==> src/rtl/ext_unit_pipe.sv <==
// Immediate extender with a 2-entry valid/ready output buffer.
// Results are computed at acceptance and stored as {data, err} entries.
module ext_unit_pipe #(
    parameter int IMM_W  = 16,
    parameter int DATA_W = 32,
    parameter int SHL    = 1
) (
    input  logic              clk,
    input  logic              reset,
    input  logic              in_valid,
    output logic              in_ready,
    input  logic [IMM_W-1:0]  imm,
    input  logic [2:0]        EOp,
    output logic              out_valid,
    input  logic              out_ready,
    output logic [DATA_W-1:0] out_data,
    output logic              out_err,
    output logic              err_sticky
);

    logic [DATA_W-1:0] sext;
    logic [DATA_W-1:0] ext_val;
    logic              ext_err;

    logic [DATA_W-1:0] data_q [2];
    logic [DATA_W-1:0] data_d [2];
    logic [1:0]        err_q;
    logic [1:0]        err_d;
    logic              head_q, head_d;
    logic              tail_q, tail_d;
    logic [1:0]        count_q, count_d;
    logic              sticky_q, sticky_d;

    logic push;
    logic pop;

    assign sext = {{(DATA_W-IMM_W){imm[IMM_W-1]}}, imm};

    always_comb begin
        ext_val = '0;
        ext_err = 1'b0;
        case (EOp)
            3'd0: ext_val = sext;
            3'd1: ext_val = {{(DATA_W-IMM_W){1'b0}}, imm};
            3'd2: ext_val = {imm, {(DATA_W-IMM_W){1'b0}}};
            3'd3: ext_val = sext << 2;
            3'd4: ext_val = {{(DATA_W-8){imm[7]}}, imm[7:0]};
            3'd5: ext_val = {{(DATA_W-8){1'b0}}, imm[7:0]};
            3'd6: ext_val = sext << SHL;
            default: begin
                ext_val = '0;
                ext_err = 1'b1;
            end
        endcase
    end

    // Handshake flags depend only on the registered count.
    assign in_ready  = (count_q != 2'd2);
    assign out_valid = (count_q != 2'd0);
    assign out_data  = out_valid ? data_q[head_q] : '0;
    assign out_err   = out_valid ? err_q[head_q] : 1'b0;
    assign err_sticky = sticky_q;

    assign push = in_valid && in_ready;
    assign pop  = out_valid && out_ready;

    always_comb begin
        data_d   = data_q;
        err_d    = err_q;
        head_d   = head_q;
        tail_d   = tail_q;
        count_d  = count_q;
        sticky_d = sticky_q | (push && ext_err);
        if (push) begin
            data_d[tail_q] = ext_val;
            err_d[tail_q]  = ext_err;
            tail_d         = ~tail_q;
        end
        if (pop) begin
            head_d = ~head_q;
        end
        case ({push, pop})
            2'b10:   count_d = count_q + 2'd1;
            2'b01:   count_d = count_q - 2'd1;
            default: count_d = count_q;
        endcase
    end

    always_ff @(posedge clk) begin
        if (reset) begin
            data_q   <= '{default: '0};
            err_q    <= '0;
            head_q   <= 1'b0;
            tail_q   <= 1'b0;
            count_q  <= 2'd0;
            sticky_q <= 1'b0;
        end else begin
            data_q   <= data_d;
            err_q    <= err_d;
            head_q   <= head_d;
            tail_q   <= tail_d;
            count_q  <= count_d;
            sticky_q <= sticky_d;
        end
    end

endmodule

==> config.mk <==
export PLATFORM = sky130hd
export DESIGN_NAME = ext_unit_pipe
export DESIGN_NICKNAME = d
export VERILOG_FILES = /design/src/rtl/ext_unit_pipe.sv
export SDC_FILE = /design/constraint.sdc
export NUM_CORES = 1
export LEC_CHECK = 0
export CORE_ASPECT_RATIO = 0.5
export CORE_MARGIN = 2
export CORE_UTILIZATION = 40
export DETAILED_ROUTE_END_ITERATION = 6
export GPL_ROUTABILITY_DRIVEN = 0
export SLEW_MARGIN = 0
export SYNTH_ARGS = -nofsm -noshare
export SYNTH_HDL_FRONTEND = slang
export SYNTH_SLANG_ARGS = --single-unit
==> constraint.sdc <==
create_clock -name clk -period 3.2 [get_ports clk]
set_clock_uncertainty 0.05 [all_clocks]
set_input_delay 0.64 -clock clk [delete_from_list [all_inputs] [get_ports clk]]
set_output_delay 0.64 -clock clk [all_outputs]
set_load 0.02 [all_outputs]
==> results.cfg, run 1 <==
[outcome]
status = completed

[yosys]
synth_ff_type = dfxtp_1
synth_edf_count = 0
async_flop_share_pct = 0
yosysTopAreaCell = dfxtp_1
yosys_warnings = 0
ys_seq_elements = 71
synth.distinct_cells = 46
synthesis.area_sq_um = 3640
synth_nets = 445
synthCells = 421
synth_top_area_share_pct = 39.1
syn_area_per_cell_sq_um = 8.64
ys_seq_area_share_pct = 39.1
synthTopCellsByArea = dfxtp_1 (39%), mux2i_1 (11%), nor2_1 (7.3%), nand2_1 (4.3%), a211oi_2 (3.4%)

[worst_setup_path]
arrival_ns = 2.03
cp.required_ns = 2.51
critPathCaptureType = primary output
critPathLaunchType = flip-flop
crit_fanout = 24
worstSetupPathType = reg2out

[timing]
slew_headroom_pct = 29.8
fmax_mhz = 367
slew_viol_final = 0
period_needed_ns = 2.72
hold_viol = 0
rsz0062_at_grt = false
tightest_slew_ns = 1.05
setup_violations = 0
setup_tns_ns = 0
period_share_pct = 85.1

[clocking]
cts_setup_buffers = 0
clock_tree.root_cell = clkbuf_16
clk_latency_ns = 0.33
cts_htree_levels = 3
cts.sinks = 71
path_clk_slew_ns = 0.05
cts_tree = built
cts_buffer_depth = 2
cts_buffers = 9
hold_buffers = 0
cts_resized = 0

[route]
first_pass_iters = 4
postRouteAntennaNets = 0
avgRoutedWirePerCell_um = 16.3
drc = 0
via_per_inst = 5.31
top_layer = met4
vias = 3109
drt-total-wl_um = 9540
wl_met2_um = 4150
drt-initial-drc-count = 225
drt-met1-wl_um = 4880
route.met3.wl_um = 450

[die]
die-area_sq_um = 9910
initial_core_util_pct = 41.5
coreArea_sq_um = 8770
core.rowCount = 24
fp.dieH_um = 71.4
io_pins = 59
dieWidth_um = 139

[power_and_ir_drop]
p_sw_mw = 1.13
p_seq_share_pct = 33.6
pwr-share-comb_pct = 35.7
netSwitchingFraction_pct = 34.7
clock_power_share_pct = 30.8
ir_drop_mv = 0.684
power_density_nw_per_um2 = 709
p_int_mw = 2.13
finalPower_mw = 3.25
p_leak_nw = 1.61

[grt]
grt.overflow.total = 0
grt_max_degree = 51
grt_pass1_vias = 2892
grtUsageTotal_pct = 19.7
grt_first_pass_wirelength_um = 15300
antenna_found_initial = 0

[final_layout]
nNetsFinal = 488
drive_above_1_share_pct = 12.6
antenna_cells = 0
stdcell_count = 585
area_growth_pct = 26.3

[run]
cap_violations = 0

[placement]
dp_hpwl_um = 6180
dp.cells = 570
io_buffers = 58

[hold_path]
hp-class = reg2reg
==> metrics by stage <==
step | area, sq um | utilization [%] | worst slack, ns | hold slack (ns)
2_1_floorplan | 3640 | - | 1.26 | 0.375
3_3_place_gp | 4290 | 48.9 | 0.572 | 0.385
3_5_place_dp | 4290 | 48.9 | 0.519 | 0.392
4_1_cts | 4590 | 52.4 | 0.447 | 0.404
5_1_grt | 4590 | 52.4 | 0.327 | 0.416
6_report | 4590 | 52.4 | 0.478 | 0.402
==> metal layers <==
| layer | vias to the layer above | track usage [%] |
|---|---|---|
| li1 | 1577 | - |
| met1 | 1466 | 28.6 |
| met2 | 62 | 29.9 |
| met3 | 4 | 4.14 |
| met4 | 0 | 5.39 |
| met5 | - | 0 |
==> sequential cells by signal, indices dropped and copies added (netlist names) <==
register    flops
count_q         2
head_q          1
err_sticky      1
data_q         64
tail_q          1
err_q           2
==> area by class of cell <==
class	count	area [sq um]
clock buffers	12	256
repair buffers	71	703
flip-flops and latches	71	1420
well taps	117	146
multi-input cells	303	1990
clock inverters	3	42.5
fillers	888	4180
inverters	8	30.0
==> logic make-up after synthesis <==
logic type                 count (synthesis)  synth area share (%)
DFF                                       71                  39.1
adders and majority gates                  1                 0.344
and+or+nand+nor                          157                  20.8
muxes                                     42                  11.6
xor gates and xnor gates                   3                 0.723
buffers and inverters                     47                  6.30
AOI/OAI and AO/OA                        100                  21.2
==> critical path, cell delays in order (launching register included) <==
cell             delay (ns)
dfxtp_2                0.56
buf_12                 0.27
mux2i_1                0.25
nor2_1                 0.06
clkdlybuf4s50_1        0.54
==> cells in the final DEF, fill, tap and decap left out, types with 2 or more instances in the layout <==
master / netlist / final
nand3_1: 2 / 2
nand2b_1: 5 / 5
nor2b_1: 3 / 3
a211oi_1: 8 / 8
mux2i_1: 41 / 41
nor3_1: 7 / 7
a211oi_2: 10 / 10
o211ai_1: 5 / 5
xnor2_1: 2 / 2
buf_4: 3 / 11
or3b_2: 3 / 3
clkdlybuf4s50_1: 0 / 58
buf_12: 1 / 2
dfxtp_1: 71 / 70
inv_1: 8 / 8
o221ai_1: 7 / 7
clkbuf_16: 0 / 9
nor2_1: 71 / 70
nand4b_1: 13 / 13
a21oi_2: 10 / 10
nand2_1: 42 / 42
nand3b_1: 2 / 2
a21oi_1: 15 / 15
or3b_1: 2 / 2
a22o_1: 13 / 13
o21ai_0: 23 / 23
clkbuf_8: 0 / 2
==> Yosys cell counts (2+ instances only) <==
master / n
or3b_2: 3
a22o_1: 13
nand3_1: 2
nand2_1: 42
nor2_1: 71
buf_4: 3
o211ai_1: 5
nand4b_1: 13
a21oi_1: 15
mux2i_1: 41
buf_2: 20
o221ai_1: 7
nand2b_1: 5
or3b_1: 2
nand3b_1: 2
xnor2_1: 2
nor2b_1: 3
dfxtp_1: 71
inv_1: 8
nor3_1: 7
o21ai_0: 23
a211oi_1: 8
a21oi_2: 10
clkbuf_1: 14
a211oi_2: 10
==> final timing paths <==
| kind | startpoint | to | slack [ns] | cells past startpoint |
|---|---|---|---|---|
| setup / recovery | head_q | out_data[27] | 0.48 | 4 |
| hold / removal | data_q[8] | data_q[8] | 0.40 | 2 |
| setup reg to reg | count_q[0] | err_q[1] | 1.16 | 4 |
| hold reg to reg | data_q[8] | data_q[8] | 0.40 | 2 |
==> power groups by stage <==
| stage | registers [mW] | logic, mW | clock network, mW |
|---|---|---|---|
| 6_report | 1.09 | 1.16 | 1.00 |
| 5_1_grt | 1.11 | 1.26 | 1.06 |
| 4_1_cts | 1.09 | 1.17 | 1.02 |
| 3_5_place_dp | 1.11 | 1.16 | 0 |
| 3_3_place_gp | 1.11 | 1.15 | 0 |
| 2_1_floorplan | 1.07 | 0.805 | 0 |
Note: power is estimated with default switching activity, not from simulation.
==> run 2: changes to the inputs <==
--- a/config.mk
+++ b/config.mk
@@ -5,6 +5,8 @@
 export SDC_FILE = /design/constraint.sdc
 export NUM_CORES = 1
 export LEC_CHECK = 0
+export ABC_CLOCK_PERIOD_IN_PS = 3200
+export CAP_MARGIN = 20
 export CORE_ASPECT_RATIO = 0.5
 export CORE_MARGIN = 2
 export CORE_UTILIZATION = 40
==> results of run 2 <==
Same layout as run 1: the final DEF is identical, and so are final timing and power.
==> run 3: changes to the inputs <==
--- a/config.mk
+++ b/config.mk
@@ -8,7 +8,7 @@
 export ABC_CLOCK_PERIOD_IN_PS = 3200
 export CAP_MARGIN = 20
 export CORE_ASPECT_RATIO = 0.5
-export CORE_MARGIN = 2
+export CORE_MARGIN = 8
 export CORE_UTILIZATION = 40
 export DETAILED_ROUTE_END_ITERATION = 6
 export GPL_ROUTABILITY_DRIVEN = 0
==> run 3 against run 2 <==
  * Via count up 0.16%
  * Non-clock buffer count grew 2
  * Highest routed layer unchanged
  * Register-to-register slack worse by 0.19 ns
  * Largest power group unchanged
==> results.cfg, run 3 (synthesized netlist as in run 1, its figures left out) <==
[timing]
slew_viol_final = 0
hold_ws_ns = 0.403
hold_viol = 0
period_share_pct = 92.5
period_needed_ns = 2.96
setup_violations = 0
tightest_slew_ns = 1.00
fmax_mhz = 338
rsz0062_at_grt = false
setup_tns_ns = 0
slew_headroom_pct = 32.8

[grt]
grtUsageTotal_pct = 16.0
grt_pass1_vias = 3005
antenna_found_initial = 0
grt_first_pass_wirelength_um = 16200
grt_max_degree = 42
grt.overflow.total = 0

[clocking]
clk_latency_ns = 0.33
cts_setup_buffers = 0
path_clk_slew_ns = 0.06
cts_resized = 0
cts_htree_levels = 3
cts_buffers = 9
cts_tree = built
cts_buffer_depth = 2
cts.sinks = 71
clock_tree.root_cell = clkbuf_16
hold_buffers = 0

[worst_setup_path]
rr_worst_depth = 6
crit_fanout = 18
arrival_ns = 2.27
critPathCaptureType = primary output
crit_path_start = count_q[1]
ff2ff_setup_slack_ns = 0.97
crit_end = out_data[11]
critPathLaunchType = flip-flop
reg2reg_to = count_q[1]
worstSetupPathType = reg2out
cp.required_ns = 2.51
r2r-start = count_q[1]

[run]
cap_violations = 0

[final_layout]
top_register = data_q
largest_register_ffs = 64
fillers = 857
antenna_cells = 0
stdcell_count = 588
reg.largest.list = data_q x64, count_q x2, err_q x2
area_growth_pct = 25.8
nNetsFinal = 490
final_util_pct = 52.2
mostFrequentLayoutCells = nor2_1 (70), dfxtp_1 (70), clkdlybuf4s50_1 (58)
drive_above_1_share_pct = 13.0

[hold_path]
hp-class = reg2reg
hp-start = data_q[35]
holdPathStages = 2

[route]
postRouteAntennaNets = 0
avgRoutedWirePerCell_um = 16.6
via_per_inst = 5.30
drc = 0
vias = 3114
drt-total-wl_um = 9790
first_pass_iters = 4
drt-initial-drc-count = 172

[outcome]
status = completed

[die]
die-area_sq_um = 12600
fp.dieH_um = 83.4
initial_core_util_pct = 41.5
core.rowCount = 24
io_pins = 59
dieWidth_um = 151
coreArea_sq_um = 8770

[power_and_ir_drop]
ir_drop_mv = 0.420
power_density_nw_per_um2 = 690
p_leak_nw = 1.60

[placement]
dp_hpwl_um = 6800
dp.cells = 572
io_buffers = 58
-- run 3: cell types whose count changed in the layout (fill, tap and decap cells not counted) --
cell and change:
buf_4 +2, clkbuf_8 -2, bufinv_16 -1, clkbuf_1 +1, clkinv_2 +1, clkinvlp_4 +1
inv_6 +1
-- run 3: worst max-delay path, stage by stage (launching register included) --
cell and delay, ns:
dfxtp_1 0.33, nor2_2 0.62, buf_4 0.35, nor2_1 0.08
clkdlybuf4s50_1 0.54
-- run 3: metal layers --
metal  vias to the layer above  track usage (%)  wire length (um)
met5                         -                0                 0
li1                       1584                -                 -
met4                         0             4.28                57
met3                         4             4.00               565
met1                      1465             22.0              4740
met2                        61             24.3              4420
-- run 3: worst min path at each step --
stage	slack, ns	end
global route	0.43	data_q[31]
floorplan	0.37	data_q[16]
detailed placement	0.39	data_q[16]
CTS	0.40	data_q[34]
finish	0.40	data_q[35]
global placement	0.38	data_q[24]
-- run 3: area by class of cell --
type / instances / area [sq um] / share of cell area [%]
Clock buffer: 11 / 233 / 5.09
Clock inverter: 5 / 33.8 / 0.739
Inverter: 8 / 30.0 / 0.657
Multi-Input combinational cell: 303 / 1990 / 43.5
Sequential cell: 71 / 1420 / 31.1
Tap cell: 117 / 146 / 3.20
Timing Repair Buffer: 73 / 718 / 15.7
-- run 3: per-stage QoR --
| stage | total power [mW] | area, sq um | setup WS [ns] |
|---|---|---|---|
| finish | 3.16 | 4570 | 0.240 |
| detailed placement | 2.28 | 4310 | 0.544 |
| global route | 3.35 | 4570 | 0.0420 |
| global placement | 2.28 | 4310 | 0.588 |
| floorplan | 1.87 | 3640 | 1.26 |
| CTS | 3.19 | 4570 | 0.182 |
-- run 3: report_power, final --
group	internal, mW	switching, mW	total [mW]
clock network	0.525	0.379	0.904
logic	0.489	0.681	1.17
registers	1.00	0.0805	1.08
total	2.02	1.14	3.16
==> patch: new RTL, config.mk and constraints of run 2 <==
Put one more register stage on the output `err_sticky`. The value now appears one clock later. The other outputs are not delayed to match.
--- a/src/rtl/ext_unit_pipe.sv
+++ b/src/rtl/ext_unit_pipe.sv
@@ -60,5 +60,7 @@
     assign out_data  = out_valid ? data_q[head_q] : '0;
     assign out_err   = out_valid ? err_q[head_q] : 1'b0;
-    assign err_sticky = sticky_q;
+    always_ff @(posedge clk) begin
+        err_sticky <= sticky_q;
+    end
 
     assign push = in_valid && in_ready;
Function: changed (Yosys sat finds a counterexample within 4 cycles, from zero or initial values and one cycle with reset high).
==> patch against run 2 <==
Setup slack worse by 0.054 ns. Final area is 1.3% higher. Sequential share of layout area hardly changed. Wire length is 0.90% higher. Final cell count is 0.85% higher. Total power is 2.8% higher. First-iteration DRC count is 16% higher. Area after synthesis is 0.55% higher. Via count is 0.80% higher. Sequential cell count is 1 higher. Critical endpoint is now out_data[20].
==> patch: results (changes against run 2) <==
stage,metric,value,unit,change
run_status,status,"complete, no violations",,
grt,largest net degree at the start of global routing,34,,-33%
cts,"Setup Fix Bufs, Post-CTS",0,,unchanged
setup_path,R2R cell count,6,,+2
setup_path,CP endpoint kind,output pin,,
routing,Initial DRC Count,260,,+16%
hold_path,hold crit path type,register to register,,
routing,Routed WL per cell,16.3,µm,about the same
cts,Worst-path clk slew,0.06,ns,
routing,TritonRoute pass-1 iters,4,,unchanged
synthesis,Synth cell types,46,,unchanged
synthesis,YS warnings,0,,unchanged
cells_and_area,layout cell share with drive strength beyond 1,0.137,,+0.0114
cts,TritonCTS Buffers,9,,unchanged
synthesis,top post-synthesis cells by count,"dfxtp_1 (72), nor2_1 (71), nand2_1 (42), mux2i_1 (41), o21ai_0 (23)",,
cts,clock tree root driver cell,clkbuf_16,,
synthesis,Syn Nets,446,,+0.22%
cells_and_area,nets,492,,+0.82%
pwr,Worst VDD drop,0.312,mV,-54%
routing,DR vias/cell,5.31,,about the same
sta,Worst Tran Pin Value,0.728,ns,-0.320 ns
cells_and_area,antenna diode count,0,,unchanged
setup_path,Setup Crit Path Kind,register to output pin,,
setup_path,peak fanout along the critical path,25,,+4.2%
pwr,leakage,1.65,nW,+2.1%
cts,clk_lat worst skew,0.33,ns,about the same
placed_design,Port-buffer cells,58,,unchanged
grt,number of global-route vias before repair,2921,,+1.0%
grt,global-route wire length before repair,15.8,mm,+2.7%
setup_path,crit path to,out_data[20],,
cts,H-tree levels,3,,unchanged
setup_path,Register-to-Register Setup Slack,1.26,ns,+0.10 ns
synthesis,register area share after synthesis,0.394,,+0.00334
cells_and_area,biggest registers after layout,"data_q (64), count_q (2), err_q (2)",,
routing,Detail Route Antenna Nets,0,,unchanged
cells_and_area,fillers,844,,-5.0%
synthesis,largest cells by area after synthesis,"dfxtp_1 (39%), mux2i_1 (11%), nor2_1 (7.3%), nand2_1 (4.3%), a211oi_2 (3.4%)",,
setup_path,CP Data Arrival Time,2.09,ns,+0.06 ns
setup_path,capturing point of the worst reg2reg path,count_q[1]$_SDFFE_PP0P_,,
placed_design,dpl hpwl,6.54,mm,+5.8%
grt,GRT Util Overall,0.202,,+0.00551
grt,initial antenna violation count,0,,unchanged
cts,cts repair resizes,0,,unchanged
setup_path,Reg2Reg Launch Point,count_q[1]$_SDFFE_PP0P_,,
-- patch: changes by cell type after synthesis, sizes merged --
cell / before / now
dfxtp: 71 / 72
-- patch: worst max-delay path: stages (launching register included) --
cell             delay (ns)
dfxtp_1                0.33
nor2_2                 0.38
buf_4                  0.38
nor2_1                 0.10
clkdlybuf4s50_1        0.55
-- patch: final cells by class --
cell class | instances | share of cell area
clock buffer | 9 | 0.0484
clock inverter | 7 | 0.0205
inverter | 8 | 0.00646
multi-input combinational | 303 | 0.428
sequential | 72 | 0.310
tap | 117 | 0.0315
timing repair buffer | 74 | 0.155
-- patch: worst min-delay path by stage --
stage          cells past startpoint            endpoint                start
6_report                           0  err_sticky$_DFF_P_  sticky_q$_SDFF_PP0_
3_5_place_dp                       0  err_sticky$_DFF_P_  sticky_q$_SDFF_PP0_
5_1_grt                            0  err_sticky$_DFF_P_  sticky_q$_SDFF_PP0_
4_1_cts                            0  err_sticky$_DFF_P_  sticky_q$_SDFF_PP0_
2_1_floorplan                      0  err_sticky$_DFF_P_  sticky_q$_SDFF_PP0_
3_3_place_gp                       0  err_sticky$_DFF_P_  sticky_q$_SDFF_PP0_
-- patch: per-stage QoR --
step	hold slack, ns	setup slack [ns]	instances	area [µm²]	util
2_1_floorplan	0.282	1.26	422	3660	-
3_3_place_gp	0.298	0.599	574	4330	0.492
3_5_place_dp	0.298	0.551	574	4330	0.492
4_1_cts	0.307	0.385	590	4650	0.528
5_1_grt	0.309	0.291	590	4650	0.528
6_report	0.307	0.425	590	4650	0.528
-- patch: logic make-up after synthesis --
logic type	synth area share
AOI/OAI and AO/OA	0.210
xor gates and xnor gates	0.00719
adders and majority gates	0.00342
buffers and inverters	0.0626
DFF	0.394
muxes	0.115
and+or+nand+nor	0.207
-- patch: routing by layer --
| layer | track usage | vias up | part of all wire |
|---|---|---|---|
| met1 | 0.297 | 1447 | 0.51 |
| met2 | 0.291 | 90 | 0.41 |
| met3 | 0.0548 | 8 | 0.070 |
| li1 | - | 1589 | - |
| met4 | 0.0606 | 0 | 0.012 |
| met5 | 0 | - | 0 |
-- patch: report_power, final --
group | leakage (nW) | switching (mW) | internal (mW) | total (mW)
Sequential | 0.588 | 0.0809 | 1.01 | 1.10
Clock | 0.156 | 0.394 | 0.683 | 1.08
Combinational | 0.902 | 0.684 | 0.489 | 1.17
Total | 1.65 | 1.16 | 2.19 | 3.35
